===== config.mk =====
export PLATFORM = sky130hd
export DESIGN_NAME = latch_ctrl_seq
export DESIGN_NICKNAME = d
export VERILOG_FILES = /design/src/rtl/latch_ctrl_seq.sv
export SDC_FILE = /design/constraint.sdc
export NUM_CORES = 1
export LEC_CHECK = 0
export BUFFER_PORTS_ARGS = -buffer_cell sky130_fd_sc_hd__clkbuf_2
export CAP_MARGIN = 10
export CORE_ASPECT_RATIO = 0.9
export CORE_UTILIZATION = 30
export DETAILED_ROUTE_END_ITERATION = 8
export GPL_ROUTABILITY_DRIVEN = 0
export PLACE_DENSITY_LB_ADDON = 0.3
export SKIP_LAST_GASP = 1
export SLEW_MARGIN = 25
export SYNTH_ARGS = -nofsm -noshare
export SYNTH_HDL_FRONTEND = slang
export SYNTH_SLANG_ARGS = --single-unit

===== constraint.sdc =====
create_clock -name clk -period 2.9 [get_ports clk]
set_input_delay 0.58 -clock clk [delete_from_list [all_inputs] [get_ports clk]]
set_output_delay 0.58 -clock clk [all_outputs]
set_load 0.01 [all_outputs]

===== src/rtl/latch_ctrl_seq.sv =====
// latch_ctrl_seq: command sequencer driving a three-latch bank with
// registered setup/pulse/hold timing at each pin's native polarity.
// Ports: clk, rst_n (sync, active-low), cmd_valid/cmd_ready/cmd_op/
// cmd_sel/cmd_data command handshake; D, ena1, ena2 (low), ena3,
// clr2, clr3 (low), pre3 (low) latch pins; done/err completion.
// Optional: define LATCH_CTRL_SEQ_SHADOW_EN to add exp_q[2:0], a
// registered model of the expected latch contents.
module latch_ctrl_seq #(
  parameter int SETUP_CYC = 1,
  parameter int PULSE_CYC = 2,
  parameter int HOLD_CYC  = 1
) (
  input  logic       clk,
  input  logic       rst_n,
  input  logic       cmd_valid,
  output logic       cmd_ready,
  input  logic [1:0] cmd_op,
  input  logic [1:0] cmd_sel,
  input  logic       cmd_data,
  output logic       D,
  output logic       ena1,
  output logic       ena2,
  output logic       ena3,
  output logic       clr2,
  output logic       clr3,
  output logic       pre3,
`ifdef LATCH_CTRL_SEQ_SHADOW_EN
  output logic [2:0] exp_q,
`endif
  output logic       done,
  output logic       err
);

  if (SETUP_CYC < 1 || SETUP_CYC > 255) begin : g_bad_setup
    $fatal(1, "SETUP_CYC out of range 1..255");
  end
  if (PULSE_CYC < 1 || PULSE_CYC > 255) begin : g_bad_pulse
    $fatal(1, "PULSE_CYC out of range 1..255");
  end
  if (HOLD_CYC < 1 || HOLD_CYC > 255) begin : g_bad_hold
    $fatal(1, "HOLD_CYC out of range 1..255");
  end

  localparam logic [1:0] OP_NOP = 2'd0;
  localparam logic [1:0] OP_WR  = 2'd1;
  localparam logic [1:0] OP_CLR = 2'd2;
  localparam logic [1:0] OP_PRE = 2'd3;

  localparam logic [7:0] SETUP_LD = 8'(SETUP_CYC - 1);
  localparam logic [7:0] PULSE_LD = 8'(PULSE_CYC - 1);
  localparam logic [7:0] HOLD_LD  = 8'(HOLD_CYC - 1);

  typedef enum logic [2:0] {
    IDLE, SETUP, PULSE, HOLD, DONE
  } state_t;

  state_t     state;
  logic [7:0] cnt;
  logic [1:0] op_q;
  logic [1:0] sel_q;
  logic       legal;

  // Illegal: any op on sel 3, CLEAR of latch1 (no clear pin),
  // PRESET of anything but latch3.
  always_comb begin
    legal = 1'b1;
    unique case (1'b1)
      (cmd_sel == 2'd3):                       legal = 1'b0;
      (cmd_op == OP_CLR && cmd_sel == 2'd0):   legal = 1'b0;
      (cmd_op == OP_PRE && cmd_sel != 2'd2):   legal = 1'b0;
      default:                                 legal = 1'b1;
    endcase
  end

  always_ff @(posedge clk) begin
    if (!rst_n) begin
      state     <= IDLE;
      cnt       <= '0;
      op_q      <= OP_NOP;
      sel_q     <= '0;
      D         <= 1'b0;
      ena1      <= 1'b0;
      ena2      <= 1'b1;
      ena3      <= 1'b0;
      clr2      <= 1'b0;
      clr3      <= 1'b1;
      pre3      <= 1'b1;
      done      <= 1'b0;
      err       <= 1'b0;
      cmd_ready <= 1'b1;
`ifdef LATCH_CTRL_SEQ_SHADOW_EN
      exp_q     <= 3'b000;
`endif
    end else begin
      done <= 1'b0;
      err  <= 1'b0;
      case (state)
        IDLE: begin
          if (cmd_valid) begin
            op_q      <= cmd_op;
            sel_q     <= cmd_sel;
            cmd_ready <= 1'b0;
            if (legal) begin
              state <= SETUP;
              cnt   <= SETUP_LD;
              if (cmd_op == OP_WR) D <= cmd_data;
            end else begin
              state <= DONE;
              done  <= 1'b1;
              err   <= 1'b1;
            end
          end
        end
        SETUP: begin
          if (cnt == 8'd0) begin
            state <= PULSE;
            cnt   <= PULSE_LD;
            case (op_q)
              OP_WR: begin
                case (sel_q)
                  2'd0:    ena1 <= 1'b1;
                  2'd1:    ena2 <= 1'b0;
                  default: ena3 <= 1'b1;
                endcase
              end
              OP_CLR: begin
                if (sel_q == 2'd1) clr2 <= 1'b1;
                else               clr3 <= 1'b0;
              end
              OP_PRE:  pre3 <= 1'b0;
              default: ;
            endcase
          end else begin
            cnt <= cnt - 8'd1;
          end
        end
        PULSE: begin
          if (cnt == 8'd0) begin
            state <= HOLD;
            cnt   <= HOLD_LD;
            ena1  <= 1'b0;
            ena2  <= 1'b1;
            ena3  <= 1'b0;
            clr2  <= 1'b0;
            clr3  <= 1'b1;
            pre3  <= 1'b1;
          end else begin
            cnt <= cnt - 8'd1;
          end
        end
        HOLD: begin
          if (cnt == 8'd0) begin
            state <= DONE;
            done  <= 1'b1;
`ifdef LATCH_CTRL_SEQ_SHADOW_EN
            case (op_q)
              OP_WR:   exp_q[sel_q] <= D;
              OP_CLR:  exp_q[sel_q] <= 1'b0;
              OP_PRE:  exp_q[2]     <= 1'b1;
              default: ;
            endcase
`endif
          end else begin
            cnt <= cnt - 8'd1;
          end
        end
        DONE: begin
          state     <= IDLE;
          cmd_ready <= 1'b1;
        end
        default: begin
          state     <= IDLE;
          cmd_ready <= 1'b1;
        end
      endcase
    end
  end

endmodule


## Word-level counts from Yosys, hierarchy flattened

Cells that the tools add are included.

| word-level totals | value |
|---|---|
| memories kept | 0 |
| flip-flop bits (word level) | 25 |
| memory bits (writable) | 0 |
| latch bits | 0 |
| word-level logic and storage cells | 108 |
| output and inout bits | 10 |
| bits in read-only memories | 0 |

| cells by class | value |
|---|---|
| shifts and indexed selects | 0 |
| bitwise logic cells | 2 |
| multipliers | 0 |
| equal/unequal tests | 25 |
| add/subtract/negate cells | 1 |
| reductions and logical operators | 23 |
| $lt $le $gt $ge | 0 |
| mux-type cells | 43 |
| divide/modulo/power cells | 0 |

Operators with widths:

| cell | number |
|---|---|
| $mux 8 | 5 |
| $pmux 8 s4 | 1 |
| $reduce_and 5->1 | 5 |
| $mux 1 | 23 |
| $ne 2x2->1 const B | 10 |
| $pmux 1 s2 | 8 |
| $reduce_and 4->1 | 4 |
| $mux 3 | 5 |
| $pmux 3 s4 | 1 |
| $eq 2x2->1 const B | 5 |
| $logic_not 8->1 | 1 |
| $ne 2x1->1 const B | 4 |
| $sub 8x1->8 const B | 1 |
| $eq 2x1->1 const B | 3 |
| $eq 3x2->1 const B | 2 |
| $reduce_and 2->1 | 3 |
| $reduce_or 3->1 | 2 |
| $logic_not 2->1 | 2 |
| $reduce_bool 4->1 | 1 |
| $eq 3x1->1 const B | 1 |
| $logic_not 3->1 | 1 |
| $logic_and 1x1->1 | 2 |
| $not 1->1 | 2 |
| $reduce_bool 2->1 | 1 |
| $reduce_or 2->1 | 1 |

## Longest topological paths before layout

Gate-level depths: netlist of run 1.

| depth | value |
|---|---|
| depth in word-level cells | 6 |
| gate-level depth with buffers | 8 |
| depth with buffers taken out | 7 |

## Worst setup path before layout of run 1

OpenSTA, ideal clock, no wires.

| timing path | value |
|---|---|
| path type | register -> register |
| from | register cnt[0] |
| to | register cnt[5] |
| path buffers | 1 |
| period minus slack after synthesis | 2.199 ns |
| slack | 0.701 ns |
| data arrival time | 2.082 ns |
| setup time | 0.117 ns |
| cell stages (with the launch flop) | 9 |
| path through | dfxtp_1 inv_1 ha_1 or3b_2 or2_1 buf_6 maj3_2 a32o_1 a22o_1 |

| between the ends | value |
|---|---|
| cells in the longest elaborated chain, start to end | 3 |

RTL lines:

| element | line | text |
|---|---|---|
| from (decl) | 58 | `logic [7:0] cnt;` |
| from (signal assigned) | 134 | `cnt <= cnt - 8'd1;` |
| from (signal assigned) | 148 | `cnt <= cnt - 8'd1;` |
| from (signal assigned) | 164 | `cnt <= cnt - 8'd1;` |
| $sub 8x1->8 / $logic_not 8->1 (equally long branches) | n/a |  |
| $mux 8, or another cell as far along | 152 | `if (cnt == 8'd0) begin` |
| $pmux 8 s4 / $reduce_and 4->1 (equally long branches) | n/a |  |

Several ways; a longest one is shown, not always the timed one. The select of a mux whose other input is x is not followed.
A chain may end at the register's enable or synchronous reset.

## Worst setup path in the final report of run 1

| timing path | value |
|---|---|
| from | register cnt[0] |
| to | register cnt[0] |

The elaborated chain is that of the path after synthesis.

==> flow_summary.toml, run 1 <==
[power]
seq_power_share_pct = 34.3
p_per_area_nw_per_um2 = 1150
power_frac_clock_pct = 12.7
switchingPower_uw = 725
power.leakage_uw = 0.000571
peakVddDrop_mv = 0.487
netSwitchingFraction_pct = 45.6
p_int_uw = 867
pwr-share-comb_pct = 53.0

[drt]
vias = 1101
drc = 0
routed_wl_um = 2760
drt_iter0_markers = 56
routed.top_layer = "met4"
route.met3.wl_um = 153
viasPerCell = 5.37
ant_nets = 0
drt-pass1-iter-count = 4
m1WireLength_um = 1420
wl_met2_um = 1150
wire_per_inst_um = 13.5

[clocking]
cts.reportedPaths.clkPinSlew_ns = 0.08
cts_max_level = 1
cts_tree = "built"
cts.sinks = 25
cts_made_buffers = 3
hold_buffers = 0
worstSkewPairLatency_ns = 0.27
cts-root-buf = "clkbuf_8"
cts_max_path_buffers = 2
cts_resized = 0
post_cts_buffers = 0

[sta]
maxSlewViolCount = 0
setup-tns-final_ns = 0
fin_crit_sh_pct = 83.1
setup_viol = 0
fmax_mhz = 415
finClkSkew_ns = 0.00188
min_period_ns = 2.41
max_slew_margin_pct = 59.2
rsz0062_at_grt = "no"
hold_viol_final = 0
worst_slew_pin_slew_ns = 0.606

[setup_path]
crit_required_ns = 3.07
critPathKind = "register to register"
critPathLaunchType = "register"
crit_chain = "inv_1 -> ha_1 -> or3b_2 -> or2_1 -> o22ai_1 -> nor2_1 -> o211a_1"
endpoint_kind = "register"
path_max_fanout = 10
reg2reg_slack_ns = 0.49
critPathMaxStageDelay_ns = 0.53
worstPathArrival_ns = 2.58
worstReg2RegStart = "cnt[0]"
ff2ff_path_depth = 7
reg2reg_to = "cnt[0]"
slowest_stage = "o22ai_1"

[synth]
yosys.cell_types.count = 44
synth_area_leader_cell = "dfxtp_1"
async_reset_ff_share_pct = 0
avgSynthCellArea_um2 = 8.51
synth_area_leaders = "dfxtp_1 41%, nor2_1 5.5%, a21oi_1 4.5%"
synth_edf_count = 0
synth_area_um2 = 1220
synth_ff_type = "dfxtp_1"
syn_nets = 152
synth_warnings = 0
yosysSeqAreaShare_pct = 41.1
yosys_register_bits = 25
yosysTopAreaCellShare_pct = 41.1
syn_inst = 143

[cells_and_area]
drive_gt1_share_pct = 18.2
area_growth_pct = 13.7
final_common_cell = "dfxtp_1"
antenna_cells = 0
layout.nets = 169
fillers = 386
post-route-util_pct = 36.3
layout_common_cells = "25 x dfxtp_1, 18 x nor2_1, 17 x clkbuf_2"

[grt]
grt_max_degree = 15
grt_pass1_wl_um = 4770
grt-ovfl-total = 0
grt_pass1_vias = 1047
grt_usage_pct = 13.5
grt_antenna_before_repair = 0

[placed_design]
io_buffers = 17
dp_hpwl_um = 2040

[floorplanning]
die_area_um2 = 4320
die_w_um = 69.2
die_y_um = 62.4
start_util_pct = 32.0
io_pins = 18
core_um2 = 3810
placementRows = 21

[worst_hold_path]
hp-class = "register to register"
whs_endpoint = "ena2"
hp-start = "ena2"
holdPathStages = 1

[outcome]
status = "complete, no violations"

[job]
max_cap_violations = 0
==> Yosys cell counts, drive strengths merged, types with 4 or more instances <==
master and instances:
nand2b 4, mux2i 5, nand2 9, o21ai 6, a21o 4, a21oi 11, dfxtp 25, or3 5
clkbuf 5, nor3 5, nor2 18, inv 8
==> critical path: cells and delay by family (launching register included) <==
family / cells / cell delay, ns
buffers and inverters: 1 / 0.06
and+or+nand+nor: 3 / 0.97
adders and majority gates: 1 / 0.19
DFF: 1 / 0.34
AOI/OAI and AO/OA: 2 / 0.75
==> state kept, by name (all words and copies together), names as in the netlist, 2 cells and up <==
register  count
sel_q         2
state         3
op_q          2
cnt           8
==> power by group through the flow <==
stage	clock network (uW)	logic, uW	registers (uW)
final	202	845	546
after global routing	229	930	559
after CTS	213	832	543
after detailed placement	0	824	550
after global placement	0	812	545
after floorplan	0	742	505
==> how the worst max path moves through the flow <==
| stage | start | to | slack [ns] | cells past startpoint |
|---|---|---|---|---|
| 6_report | cnt[0] | cnt[0] | 0.49 | 7 |
| 5_1_grt | cnt[0] | cnt[0] | 0.33 | 7 |
| 4_1_cts | cnt[0] | cnt[0] | 0.53 | 7 |
| 3_5_place_dp | cnt[0] | cnt[0] | 0.55 | 7 |
| 3_3_place_gp | cnt[0] | cnt[5] | 0.61 | 7 |
| 2_1_floorplan | cnt[0] | cnt[5] | 0.70 | 8 |
==> kinds of logic after synthesis <==
kind of cell | after synthesis | share of synthesized area, %
flip-flops | 25 | 41.1
buffers and inverters | 14 | 4.93
XOR/XNOR | 2 | 1.44
multiplexers | 5 | 4.11
AO/OA/AOI/OAI | 38 | 21.6
adder cells (fa/ha/maj) | 2 | 1.95
AND/OR/NAND/NOR | 57 | 24.9
==> final cells by class <==
| class | count | area [um^2] | area share, % |
|---|---|---|---|
| tap | 46 | 57.6 | 4.16 |
| clock buffer | 3 | 41.3 | 2.98 |
| inverter | 8 | 30.0 | 2.17 |
| sequential | 25 | 500 | 36.2 |
| timing repair buffer | 18 | 92.6 | 6.69 |
| clock inverter | 1 | 5.00 | 0.362 |
| multi-input combinational | 104 | 657 | 47.5 |
==> metrics by stage <==
step	power, uW	hold slack [ns]	setup slack [ns]	std cells	area, um^2
2_1_floorplan	1250	0.450	0.701	143	1220
3_3_place_gp	1360	0.438	0.608	201	1340
3_5_place_dp	1370	0.444	0.554	201	1340
4_1_cts	1590	0.466	0.533	205	1380
5_1_grt	1720	0.488	0.329	205	1380
6_report	1590	0.463	0.490	205	1380
==> layer usage <==
layer	GRT usage, %	vias to the layer above
met2	19.9	27
li1	-	550
met3	5.00	4
met4	4.08	0
met5	0	-
met1	18.3	520
No activity file was read; power rests on OpenSTA's default activity.
==> inputs of run 2 (changes only) <==
==> constraint.sdc (replaced) <==
create_clock -name clk -period 2 [get_ports clk]
set_input_delay 0.4 -clock clk [delete_from_list [all_inputs] [get_ports clk]]
set_output_delay 0.4 -clock clk [all_outputs]
set_load 0.01 [all_outputs]
==> flow_summary.toml, run 2 (synthesis results as in run 1) <==
[outcome]
status = "complete, but fails checks"
violations = "negative setup slack"

[clocking]
cts_made_buffers = 3
cts_tree = "built"
cts_max_path_buffers = 2
worstSkewPairLatency_ns = 0.27
cts-root-buf = "clkbuf_8"
cts.sinks = 25
cts.reportedPaths.clkPinSlew_ns = 0.09
cts_max_level = 1
hold_buffers = 0

[sta]
finClkSkew_ns = 0.00476
min_period_ns = 2.00
fmax_mhz = 500
maxSlewViolCount = 0
layout_setup_ws_ns = -0.00130
fin_crit_sh_pct = 100
rsz0062_at_grt = "yes"
max_slew_margin_pct = 65.7
worst_slew_pin_slew_ns = 0.513
hold_viol_final = 0
setup-tns-final_ns = -0.00130
setup_viol = 1

[cells_and_area]
antenna_cells = 0
post-route-util_pct = 40.3
drive_gt1_share_pct = 29.7
stdcell_count = 221
largest_reg_flops = 8
largestRegisters = "cnt x8, state x3"
final_common_cell = "dfxtp_1"
layout.nets = 185
layout_common_cells = "22 x dfxtp_1, 18 x nor2_1, 17 x clkbuf_2, 17 x buf_4, 11 x a21oi_1"
area_growth_pct = 26.2
regMostFlops = "cnt"

[floorplanning]
die_area_um2 = 4320
io_pins = 18
placementRows = 21
die_w_um = 69.2
core_um2 = 3810
start_util_pct = 32.0
die_y_um = 62.4

[setup_path]
ff2ff_path_depth = 5
endpoint_kind = "register"
critPathKind = "register to register"
crit_required_ns = 2.17
critPathLaunchType = "register"
worstPathArrival_ns = 2.17
path_max_fanout = 3

[power]
power.leakage_uw = 0.000653
seq_power_share_pct = 27.4
finalPower_uw = 2740
p_per_area_nw_per_um2 = 1780
peakVddDrop_mv = 0.999
netSwitchingFraction_pct = 42.2
switchingPower_uw = 1150
p_int_uw = 1580
pwr-share-comb_pct = 61.7
power_frac_clock_pct = 10.9

[drt]
drt_iter0_markers = 36
wire_per_inst_um = 12.8
viasPerCell = 5.18
vias = 1145
drt-pass1-iter-count = 4
ant_nets = 0
routed_wl_um = 2830
drc = 0

[worst_hold_path]
holdPathStages = 3
hp-class = "input port to register"

[job]
max_cap_violations = 0

[grt]
grt-ovfl-total = 0
grt_pass1_vias = 1137
grt_max_degree = 14
grt_pass1_wl_um = 5080
grt_usage_pct = 14.3
grt_antenna_before_repair = 0

[placed_design]
dp_hpwl_um = 2070
placed_cells = 215
dp_worst_setup_slack_ns = -0.0781
io_buffers = 17
-- run 2: cell count changes in the layout (fill, tap and decap cells not counted), moves of 2 or more --
cell     delta
buf_4      +16
dfxtp_1     -3
dfxtp_2     +3
inv_1       -2
inv_2       +2
-- run 2: power groups by stage --
stage / sequential (uW) / clock (uW) / combinational, uW
floorplan: 739 / 0 / 1110
global placement: 748 / 0 / 1500
detailed placement: 759 / 0 / 1510
CTS: 745 / 311 / 1600
global route: 770 / 331 / 1860
finish: 750 / 299 / 1690
-- run 2: metrics by stage --
step           instance area (um^2)  hold WS (ns)
3_5_place_dp                   1460         0.447
3_3_place_gp                   1460         0.435
6_report                       1540         0.376
5_1_grt                        1540         0.408
4_1_cts                        1520         0.373
2_1_floorplan                  1230         0.453
-- run 2: worst paths after layout --
check / from / end / slack, ns
min reg2reg: ena2 / ena2 / 0.46
max: cnt[7] / cnt[5] / -0.001
min: cmd_data / D / 0.38
max reg2reg: cnt[7] / cnt[5] / -0.001
-- run 2: routing by layer --
metal | up-vias | global-route usage, % | part of all wire [%]
li1 | 580 | - | -
met1 | 535 | 19.9 | 52
met2 | 28 | 22.3 | 43
met3 | 2 | 3.55 | 4.0
met4 | 0 | 3.32 | 0.46
met5 | - | 0 | 0
-- run 2: timing repair --
item                       CTS  global route
buffers inserted             1             1
gates resized for setup      2             2
pin swaps                    2             1
setup endpoints to repair    6             4
-- run 2: area by class of cell --
class,instances,area (um^2)
clock buffers,4,45.0
fillers,388,2270
inverters,8,30.0
multi-input cells,104,687
flip-flops and latches,25,504
well taps,46,57.6
repair buffers,34,213
-- run 2: worst max-delay path: stages, from the launching register on --
cell and delay (ns):
dfxtp_2 0.33, or4_4 0.54, or2_4 0.28, maj3_2 0.32, a32o_1 0.27, a22o_1 0.17
